File: src/rtl/sample_source_if.sv
// sample_source_if
//   Groups the command bus, the collector polling strobe and the ADC
//   handshake of one sample_source_unit.
//   master : collector / command bus / ADC side (drives requests, ADC results)
//   slave  : the sample_source_unit itself
//   Signals:
//     addr[15:0], cmd_data_in[31:0], cs, wr : register write bus
//     output_sample, channel_select[7:0]    : collector fetch strobe and selection
//     sample_data[31:0]                     : presented sample, zero when not selected
//     adc_start / adc_done / adc_data[12:0] : conversion request and result
//     overrun, timeout_err                  : sticky error flags
interface sample_source_if;
    logic [15:0] addr;
    logic [31:0] cmd_data_in;
    logic        cs;
    logic        wr;
    logic        output_sample;
    logic [7:0]  channel_select;
    logic [31:0] sample_data;
    logic        adc_start;
    logic        adc_done;
    logic [12:0] adc_data;
    logic        overrun;
    logic        timeout_err;

    modport master (
        output addr, cmd_data_in, cs, wr, output_sample, channel_select,
        output adc_done, adc_data,
        input  sample_data, adc_start, overrun, timeout_err
    );

    modport slave (
        input  addr, cmd_data_in, cs, wr, output_sample, channel_select,
        input  adc_done, adc_data,
        output sample_data, adc_start, overrun, timeout_err
    );
endinterface

File: src/rtl/sample_source_unit.sv
// sample_source_unit
//   One ADC channel responder for the sample collector. Conversions are paced
//   by a programmable divider; the newest result is buffered (pending -> hold)
//   and presented on sample_data while the collector selects POSITION.
//   Unselected units drive zero so outputs can be ORed at the top level.
//
//   Parameters:
//     POSITION    : address high byte and channel id of this unit
//     ADC_TIMEOUT : cycles allowed between adc_start and adc_done
//   Ports:
//     clk, rst    : clock, synchronous active-high reset
//     bus (slave) : command bus, collector strobe, ADC handshake, error flags
//   Registers (addr[15:8] == POSITION):
//     addr[7:0] == 1 : divider[15:0]
//     addr[7:0] == 5 : command 1=START, 2=STOP, 5=RESET
//
//   Optional feature macro: SAMPLE_STAMP_EN
//     defined   : upper 16 bits of the word carry a per-result counter
//     undefined : upper 16 bits are zero
module sample_source_unit #(
    parameter int unsigned POSITION    = 0,
    parameter int unsigned ADC_TIMEOUT = 255
) (
    input  logic           clk,
    input  logic           rst,
    sample_source_if.slave bus
);

    typedef enum logic [1:0] {
        IDLE      = 2'd0,
        WAIT_TICK = 2'd1,
        CONVERT   = 2'd2
    } state_t;

    localparam logic [7:0]  POS       = 8'(POSITION);
    localparam logic [15:0] TO_LIM    = 16'(ADC_TIMEOUT);
    localparam logic [31:0] CMD_START = 32'd1;
    localparam logic [31:0] CMD_STOP  = 32'd2;
    localparam logic [31:0] CMD_RESET = 32'd5;

    logic sel_wr;
    logic fetch;
    logic div_wr;
    logic cmd_wr;

    assign sel_wr = bus.cs && bus.wr && (bus.addr[15:8] == POS);
    assign div_wr = sel_wr && (bus.addr[7:0] == 8'd1);
    assign cmd_wr = sel_wr && (bus.addr[7:0] == 8'd5);
    assign fetch  = bus.output_sample && (bus.channel_select == POS);

    state_t      state_q, state_d;
    logic [15:0] divider_q, divider_d;
    logic [15:0] tick_cnt_q, tick_cnt_d;
    logic [15:0] to_cnt_q, to_cnt_d;
    logic        stop_pend_q, stop_pend_d;
    logic [12:0] pending_q, pending_d;
    logic        pending_valid_q, pending_valid_d;
    logic [12:0] hold_q, hold_d;
    logic        adc_start_q, adc_start_d;
    logic        overrun_q, overrun_d;
    logic        timeout_err_q, timeout_err_d;
    logic [31:0] sample_data_q, sample_data_d;

`ifdef SAMPLE_STAMP_EN
    // The stamp travels with its result so the word always pairs a value
    // with the count of the conversion that produced it.
    logic [15:0] stamp_q, stamp_d;
    logic [15:0] pend_stamp_q, pend_stamp_d;
    logic [15:0] hold_stamp_q, hold_stamp_d;
`endif

    logic [15:0] word_stamp;
    logic [31:0] word;
    logic [15:0] reload_val;
    logic        done_ok;
    logic        timeout_hit;

`ifdef SAMPLE_STAMP_EN
    assign word_stamp = hold_stamp_q;
`else
    assign word_stamp = 16'd0;
`endif

    assign word = {word_stamp, 3'b000, hold_q};

    // A zero divider written while running must not wrap to 0xFFFF.
    assign reload_val = (divider_q == 16'd0) ? 16'd0 : (divider_q - 16'd1);

    always_comb begin
        state_d         = state_q;
        divider_d       = divider_q;
        tick_cnt_d      = tick_cnt_q;
        to_cnt_d        = to_cnt_q;
        stop_pend_d     = stop_pend_q;
        pending_d       = pending_q;
        pending_valid_d = pending_valid_q;
        hold_d          = hold_q;
        adc_start_d     = 1'b0;
        overrun_d       = overrun_q;
        timeout_err_d   = timeout_err_q;
        sample_data_d   = fetch ? word : 32'd0;
        done_ok         = 1'b0;
        timeout_hit     = 1'b0;
`ifdef SAMPLE_STAMP_EN
        stamp_d         = stamp_q;
        pend_stamp_d    = pend_stamp_q;
        hold_stamp_d    = hold_stamp_q;
`endif

        // Hold only refreshes outside a fetch, so a word never changes
        // while the collector is reading it.
        if (!fetch) begin
            hold_d          = pending_q;
            pending_valid_d = 1'b0;
`ifdef SAMPLE_STAMP_EN
            hold_stamp_d    = pend_stamp_q;
`endif
        end

        case (state_q)
            WAIT_TICK: begin
                // The reload cycle out of CONVERT counts as the first tick,
                // giving a start-to-start period of divider + ADC latency.
                if (tick_cnt_q <= 16'd1) begin
                    tick_cnt_d  = 16'd0;
                    adc_start_d = 1'b1;
                    to_cnt_d    = 16'd0;
                    state_d     = CONVERT;
                end else begin
                    tick_cnt_d = tick_cnt_q - 16'd1;
                end
            end
            CONVERT: begin
                // A done coinciding with our own start pulse is stale.
                done_ok = bus.adc_done && !adc_start_q;
                if (done_ok) begin
                    pending_d       = bus.adc_data;
                    pending_valid_d = 1'b1;
                    if (pending_valid_q) begin
                        overrun_d = 1'b1;
                    end
`ifdef SAMPLE_STAMP_EN
                    stamp_d      = stamp_q + 16'd1;
                    pend_stamp_d = stamp_q + 16'd1;
`endif
                end else if ((to_cnt_q + 16'd1) >= TO_LIM) begin
                    timeout_hit   = 1'b1;
                    timeout_err_d = 1'b1;
                end else begin
                    to_cnt_d = to_cnt_q + 16'd1;
                end

                if (done_ok || timeout_hit) begin
                    tick_cnt_d  = reload_val;
                    stop_pend_d = 1'b0;
                    state_d     = stop_pend_q ? IDLE : WAIT_TICK;
                end
            end
            default: begin
            end
        endcase

        if (div_wr) begin
            divider_d = bus.cmd_data_in[15:0];
        end

        // Commands act on the state left by this cycle's ADC handling.
        if (cmd_wr) begin
            case (bus.cmd_data_in)
                CMD_START: begin
                    if (state_d == IDLE && divider_q != 16'd0) begin
                        tick_cnt_d = divider_q - 16'd1;
                        state_d    = WAIT_TICK;
                    end
                end
                CMD_STOP: begin
                    if (state_d == WAIT_TICK) begin
                        state_d = IDLE;
                    end else if (state_d == CONVERT) begin
                        stop_pend_d = 1'b1;
                    end
                end
                CMD_RESET: begin
                    state_d         = IDLE;
                    tick_cnt_d      = 16'd0;
                    to_cnt_d        = 16'd0;
                    stop_pend_d     = 1'b0;
                    pending_d       = 13'd0;
                    pending_valid_d = 1'b0;
                    hold_d          = 13'd0;
                    adc_start_d     = 1'b0;
                    overrun_d       = 1'b0;
                    timeout_err_d   = 1'b0;
                    sample_data_d   = 32'd0;
`ifdef SAMPLE_STAMP_EN
                    stamp_d         = 16'd0;
                    pend_stamp_d    = 16'd0;
                    hold_stamp_d    = 16'd0;
`endif
                end
                default: begin
                end
            endcase
        end
    end

    always_ff @(posedge clk) begin
        if (rst) begin
            state_q         <= IDLE;
            divider_q       <= 16'd0;
            tick_cnt_q      <= 16'd0;
            to_cnt_q        <= 16'd0;
            stop_pend_q     <= 1'b0;
            pending_q       <= 13'd0;
            pending_valid_q <= 1'b0;
            hold_q          <= 13'd0;
            adc_start_q     <= 1'b0;
            overrun_q       <= 1'b0;
            timeout_err_q   <= 1'b0;
            sample_data_q   <= 32'd0;
`ifdef SAMPLE_STAMP_EN
            stamp_q         <= 16'd0;
            pend_stamp_q    <= 16'd0;
            hold_stamp_q    <= 16'd0;
`endif
        end else begin
            state_q         <= state_d;
            divider_q       <= divider_d;
            tick_cnt_q      <= tick_cnt_d;
            to_cnt_q        <= to_cnt_d;
            stop_pend_q     <= stop_pend_d;
            pending_q       <= pending_d;
            pending_valid_q <= pending_valid_d;
            hold_q          <= hold_d;
            adc_start_q     <= adc_start_d;
            overrun_q       <= overrun_d;
            timeout_err_q   <= timeout_err_d;
            sample_data_q   <= sample_data_d;
`ifdef SAMPLE_STAMP_EN
            stamp_q         <= stamp_d;
            pend_stamp_q    <= pend_stamp_d;
            hold_stamp_q    <= hold_stamp_d;
`endif
        end
    end

    assign bus.sample_data = sample_data_q;
    assign bus.adc_start   = adc_start_q;
    assign bus.overrun     = overrun_q;
    assign bus.timeout_err = timeout_err_q;

endmodule

File: src/flat_wrapper.sv
// flat-port wrapper written by rule: the top's interface ports become plain ports
module sample_source_unit_flat 
#(
    parameter int unsigned POSITION    = 0,
    parameter int unsigned ADC_TIMEOUT = 255
)
  (clk, rst, bus_addr, bus_cmd_data_in, bus_cs, bus_wr, bus_output_sample, bus_channel_select, bus_adc_done, bus_adc_data, bus_sample_data, bus_adc_start, bus_overrun, bus_timeout_err);
  sample_source_if bus_i ();
  input  logic clk;
  input  logic rst;
  input wire logic [$bits(bus_i.addr)-1:0] bus_addr;
  input wire logic [$bits(bus_i.cmd_data_in)-1:0] bus_cmd_data_in;
  input wire logic [$bits(bus_i.cs)-1:0] bus_cs;
  input wire logic [$bits(bus_i.wr)-1:0] bus_wr;
  input wire logic [$bits(bus_i.output_sample)-1:0] bus_output_sample;
  input wire logic [$bits(bus_i.channel_select)-1:0] bus_channel_select;
  input wire logic [$bits(bus_i.adc_done)-1:0] bus_adc_done;
  input wire logic [$bits(bus_i.adc_data)-1:0] bus_adc_data;
  output wire logic [$bits(bus_i.sample_data)-1:0] bus_sample_data;
  output wire logic [$bits(bus_i.adc_start)-1:0] bus_adc_start;
  output wire logic [$bits(bus_i.overrun)-1:0] bus_overrun;
  output wire logic [$bits(bus_i.timeout_err)-1:0] bus_timeout_err;
  assign bus_i.addr = bus_addr;
  assign bus_i.cmd_data_in = bus_cmd_data_in;
  assign bus_i.cs = bus_cs;
  assign bus_i.wr = bus_wr;
  assign bus_i.output_sample = bus_output_sample;
  assign bus_i.channel_select = bus_channel_select;
  assign bus_i.adc_done = bus_adc_done;
  assign bus_i.adc_data = bus_adc_data;
  assign bus_sample_data = bus_i.sample_data;
  assign bus_adc_start = bus_i.adc_start;
  assign bus_overrun = bus_i.overrun;
  assign bus_timeout_err = bus_i.timeout_err;
  sample_source_unit #(.POSITION(POSITION), .ADC_TIMEOUT(ADC_TIMEOUT)) u_core (.clk(clk), .rst(rst), .bus(bus_i));
endmodule
File: config.mk
export PLATFORM = sky130hd
export DESIGN_NAME = sample_source_unit_flat
export DESIGN_NICKNAME = d
export VERILOG_FILES = /design/src/rtl/sample_source_if.sv /design/src/rtl/sample_source_unit.sv /design/src/flat_wrapper.sv
export SDC_FILE = /design/constraint.sdc
export NUM_CORES = 1
export LEC_CHECK = 0
export ABC_AREA = 0
export CAP_MARGIN = 20
export CORE_MARGIN = 2
export CORE_UTILIZATION = 51
export CTS_CLUSTER_SIZE = 8
export DETAILED_ROUTE_END_ITERATION = 7
export PLACE_DENSITY = 0.81
export SYNTH_ARGS = -nofsm -noshare
export SYNTH_HDL_FRONTEND = slang
export SYNTH_SLANG_ARGS = --single-unit
File: constraint.sdc
create_clock -name clk -period 4.4 [get_ports clk]
set_clock_uncertainty 0.05 [all_clocks]
set_input_delay 0.66 -clock clk [delete_from_list [all_inputs] [get_ports clk]]
set_output_delay 0.66 -clock clk [all_outputs]
set_load 0.05 [all_outputs]
## Word-level counts from Yosys, hierarchy flattened

Index checks and enable logic that the tools add are counted.

- Register bits: 113

- Multiplexer cells: 59
- Reductions and logical operators: 14
- Eq/ne operators: 9
- Order comparisons: 2
- Add/subtract/negate cells: 3

Operators by type and width:

| cell | count |
|---|---|
| 16-bit 2-to-1 mux | 10 |
| 13-bit 2-to-1 mux | 8 |
| 16-bit case mux with 2 select lines | 3 |
| 32-bit 2-to-1 mux | 2 |
| 32-bit by 1-bit equality test with 1-bit output (second input constant) | 1 |
| 32-bit by 2-bit equality test with 1-bit output (second input constant) | 1 |
| 32-bit by 3-bit equality test with 1-bit output (second input constant) | 1 |
| 16-bit by 1-bit subtractor with 16-bit output (second input constant) | 2 |
| 1-bit 2-to-1 mux | 28 |
| 16-bit by 1-bit adder with 16-bit output (second input constant) | 1 |
| 16-bit by 8-bit greater-or-equal comparator with 1-bit output (second input constant) | 1 |
| 16-bit by 1-bit <= comparator with 1-bit output (second input constant) | 1 |
| 16-bit logical NOT | 1 |
| 8-bit logical NOT | 2 |
| 16-bit nonzero test | 1 |
| 2-bit 2-to-1 mux | 5 |
| 8-bit by 1-bit equality test with 1-bit output (second input constant) | 1 |
| 8-bit by 3-bit equality test with 1-bit output (second input constant) | 1 |
| 1-bit logical AND | 7 |
| 2-bit case mux with 3 select lines | 1 |
| 2-bit by 1-bit equality test with 1-bit output (second input constant) | 2 |
| 2-bit equality test (second input constant) | 2 |
| 2-bit case mux with 2 select lines | 1 |
| 2-bit logical NOT | 1 |
| 3 further kinds | 3 |

## Logic depth before layout (Yosys ltp)

Gate-level depths: netlist of run 1.

- Depth in word-level cells: 13
- Gate-level depth with buffers: 12
- Depth with buffers taken out: 11

## Worst setup path before layout of run 1

Ideal clock, no wire load.

- Kind: reg2reg
- Start: register u_core.to_cnt_q[0]
- End: register u_core.tick_cnt_q[12]
- Cell stages (with the launch flop): 13
- Period minus slack after synthesis: 3.109 ns
- Path buffers: 3
- Arrival: 2.986 ns
- Library setup time: 0.073 ns
- Data required time: 4.277 ns
- Setup slack: 1.291 ns
- Cell sequence: dfxtp_1 > ha_1 > clkbuf_2 > nand3_1 > nor4_1 > xor2_1 > nor4b_4 > nand3_4 > a221o_1 > or3_1 > buf_2 > buf_6 > o22ai_2

- Longest elaborated chain between the ends: 13
- Elaborated cells on any way between the ends: 15

Ends and longest elaborated chain:

| item | line | RTL |
|---|---|---|
| from (decl) | sample_source_unit.sv:54 | `logic [15:0] to_cnt_q, to_cnt_d;` |
| from (signal assigned) | sample_source_unit.sv:230 | `to_cnt_q <= to_cnt_d;` |
| 16-bit by 1-bit adder with 16-bit output * | sample_source_unit.sv:146 | `end else if ((to_cnt_q + 16'd1) >= TO_LIM) begin` |
| 16-bit by 8-bit greater-or-equal comparator with 1-bit output * | sample_source_unit.sv:146 |  |
| 1-bit 2-to-1 mux * | sample_source_unit.sv:146 |  |
| 1-bit 2-to-1 mux * | sample_source_unit.sv:136 | `if (done_ok) begin` |
| 1-bit 2-to-1 mux * | sample_source_unit.sv:120 | `case (state_q)` |
| 1-bit logical OR * | sample_source_unit.sv:153 | `if (done_ok \|\| timeout_hit) begin` |
| 2-bit 2-to-1 mux | sample_source_unit.sv:153 |  |
| 2-bit case mux with 2 select lines | sample_source_unit.sv:120 |  |
| 2-bit logical NOT | sample_source_unit.sv:171 | `if (state_d == IDLE && divider_q != 16'd0) begin` |
| 1-bit logical AND | sample_source_unit.sv:171 |  |
| 16-bit 2-to-1 mux | sample_source_unit.sv:171 |  |
| 16-bit case mux with 2 select lines | sample_source_unit.sv:169 | `case (bus.cmd_data_in)` |
| 16-bit 2-to-1 mux * | sample_source_unit.sv:168 | `if (cmd_wr) begin` |
| to (signal assigned) | sample_source_unit.sv:229 | `tick_cnt_q <= tick_cnt_d;` |
| to (decl) | sample_source_unit.sv:53 | `logic [15:0] tick_cnt_q, tick_cnt_d;` |

Mark *: on every way between the ends. The rest lies on a longest branch, timed or not. The select of a mux whose other input is x is not followed.
A chain may end at the register's enable or synchronous reset.

## Worst setup path after layout of run 1

- Start: register u_core.to_cnt_q[0]
- End: register u_core.tick_cnt_q[7]

The elaborated chain is that of the path after synthesis.

==> results of run 1 <==
-- flip-flops by register name (all words and copies together) (netlist names) --
name / count
u_core.pending_q: 13
u_core.bus.timeout_err: 1
u_core.to_cnt_q: 16
u_core.state_q: 2
u_core.stop_pend_q: 1
u_core.pending_valid_q: 1
u_core.hold_q: 13
u_core.bus.adc_start: 1
u_core.bus.sample_data: 13
u_core.divider_q: 16
u_core.tick_cnt_q: 16
u_core.bus.overrun: 1
-- worst max-delay path, delay by kind of cell, from the launching register on --
kind	cells	cell delay [ns]
compound gates	3	1.28
xor+xnor	1	0.15
fa+ha+maj	1	0.34
flops	1	0.46
simple gates	5	1.33
-- power breakdown --
part / leakage, nW / switching [mW] / internal, mW / total, mW
Sequential: 0.757 / 0.000000771 / 0.850 / 0.850
Combinational: 1.36 / 0.0665 / 0.0644 / 0.131
Clock: 0.0974 / 0.352 / 0.225 / 0.577
-- routing by layer --
metal	up-vias	track usage, %
met5	-	0
met4	0	9.13
met3	30	3.59
met2	187	42.6
met1	2213	28.2
li1	2374	-
-- cells by family (layout without fill, tap and decap cells) --
logic type	Yosys count	in the layout	synth area share, %
adders and majority gates	8	8	2.02
other	1	19	0.0757
and+or+nand+nor	310	310	30.8
buffers and inverters	64	127	6.62
DFF	94	94	38.0
AOI/OAI and AO/OA	148	148	18.8
xor gates and xnor gates	21	21	3.72
-- final timing paths --
kind                                          end  slack, ns                          start
hold / removal        u_core.hold_q[5]$_SDFF_PP0_       0.40    u_core.hold_q[5]$_SDFF_PP0_
hold reg to reg       u_core.hold_q[5]$_SDFF_PP0_       0.40    u_core.hold_q[5]$_SDFF_PP0_
setup reg to reg  u_core.tick_cnt_q[7]$_SDFF_PP0_       0.65  u_core.to_cnt_q[0]$_SDFF_PP0_
setup / recovery  u_core.tick_cnt_q[7]$_SDFF_PP0_       0.65  u_core.to_cnt_q[0]$_SDFF_PP0_
-- synthesized netlist by cell type (all sizes together), types with 14 or more instances --
cell type | count | area [um2]
nand2 | 117 | 439
dfxtp | 94 | 1880
nand3 | 21 | 123
buf | 25 | 180
o21ai | 18 | 90.1
inv | 14 | 52.6
nor3 | 21 | 105
and2 | 24 | 150
nor4 | 22 | 138
o22ai | 21 | 188
a21oi | 76 | 380
nor2 | 58 | 218
clkbuf | 25 | 95.1
-- area by class of cell --
cell class,instances,area (um2)
Clock buffer,9,124
Clock inverter,7,72.6
Fill cell,794,3270
Inverter,14,52.6
Multi-Input combinational cell,506,2820
Sequential cell,94,1880
Tap cell,129,161
Timing Repair Buffer,97,953
==> impl_metrics.tcl, run 1 <==
set metrics [dict create \
    antenna_found_initial 0 \
    drt_iter0_markers 329 \
    met3WireLength_um 665 \
    synthesis.area_um2 4950 \
    initial_core_util_pct 53.1 \
    synth-seq-area-share_pct 38.0 \
    grt_pass1_vias 4468 \
    fin_nets 805 \
    final_cell_mix "nand2_1 (117), dfxtp_1 (94), clkdlybuf4s50_1 (90)" \
    criticalPathCategory "flip-flop to flip-flop" \
    diodes 0 \
    cts_tree "done" \
    setup_tns_ns 0 \
    placed_area_um2 5860 \
    dp_slack_ns 0.658 \
    highest_layer "met4" \
    hold_ws_ns 0.403 \
    vias 4804 \
    setup_viol 0 \
    max_cap_violations 0 \
    drtAntennaViolNets 0 \
    post-cts-setup-buffer-count 0 \
    critPathMaxStageDelay_ns 0.68 \
    leakage_nw 2.21 \
    relSlewSlack_pct 47.0 \
    power_density_nw_per_um2 257 \
    fin_crit_ns 3.75 \
    path_clk_slew_ns 0.11 \
    cts_buffers 9 \
    rr_worst_depth 10 \
    synthCells 646 \
    crit_required_ns 4.57 \
    wl_met1_um 5150 \
    slowest_stage "o31a_1" \
    hold_violations 0 \
    dieHeight_um 103 \
    clock_path_buffers 2 \
    holdPathStages 2 \
    critPathLaunchType "flip-flop" \
    ir_drop_uv 178 \
    final_common_cell "nand2_1" \
    synth_edf_count 0 \
    grt_pass1_wl_um 20100 \
    arrival_ns 3.92 \
    worst_setup_path_end_kind "flip-flop" \
    num_rows 35 \
    die-area_um2 10500 \
    avgViaCountPerCell 5.61 \
    ys_warn_count 0 \
    grt.total_usage_pct 23.6 \
    drive_gt1_share_pct 6.46 \
    syn2layout_area_growth_pct 22.4 \
    gp_congestion 0.937 \
    power_mw 1.56 \
    rsz0062_at_grt "false" \
    first_pass_iters 5 \
    io-pin-count 110 \
    fp.coreArea_um2 9330 \
    fin_area_um2 6060 \
    placed_cells 840 \
    worstPathCellList "ha_1 -> nand3_1 -> nor4_1 -> xor2_1 -> nor4b_4 -> nand3_4 -> a221o_1 -> nor2_1 -> o31a_1 -> o21ai_0" \
    routedWlPerCell_um 14.3 \
    status "completed" \
    die_width_um 103 \
    avgSynthCellArea_um2 7.66 \
    cts_resized 0 \
    synthArstFlopShare_pct 0 \
    hold_class "flip-flop to flip-flop" \
    cp_max_fo 15 \
    post-route-util_pct 65.0 \
    worst_slew_pin_slew_ns 0.795 \
    final.period_utilization_pct 85.1 \
    clockRootBuffer "clkbuf_8" \
    dominantRegCellSynth "dfxtp_1" \
    drc 0 \
    clk_latency_ns 0.37 \
    place.port_buffers 90 \
    clkSinkCount 94 \
    postCtsHoldBufs 0 \
    grt_max_degree 37 \
    routed_wl_um 12200 \
    synth_cell_types 58 \
    synth-seq-cells 94 \
    slew_viol_final 0 \
    htree_levels 3 \
    setup_ws_ns 0.653 \
    wl_met2_um 6110 \
    grt_overflow 0 \
    dp_hpwl_um 8960 \
    instances_no_fill 856 \
    fmax_ghz 0.267 \
]
(Power assumes the default switching activity.)
==> run 2, diff against run 1 <==
Settings changed: SKIP_LAST_GASP set to 1.
==> results of run 2 <==
The final DEF is identical to that of run 1; final timing and power are the same.
==> run 3, diff against run 2 <==
Settings changed: SKIP_CTS_REPAIR_TIMING set to 1, SLEW_MARGIN set to 30, TNS_END_PERCENT set to 50.
==> results of run 3 <==
The final DEF is identical to that of run 1; final timing and power are the same.
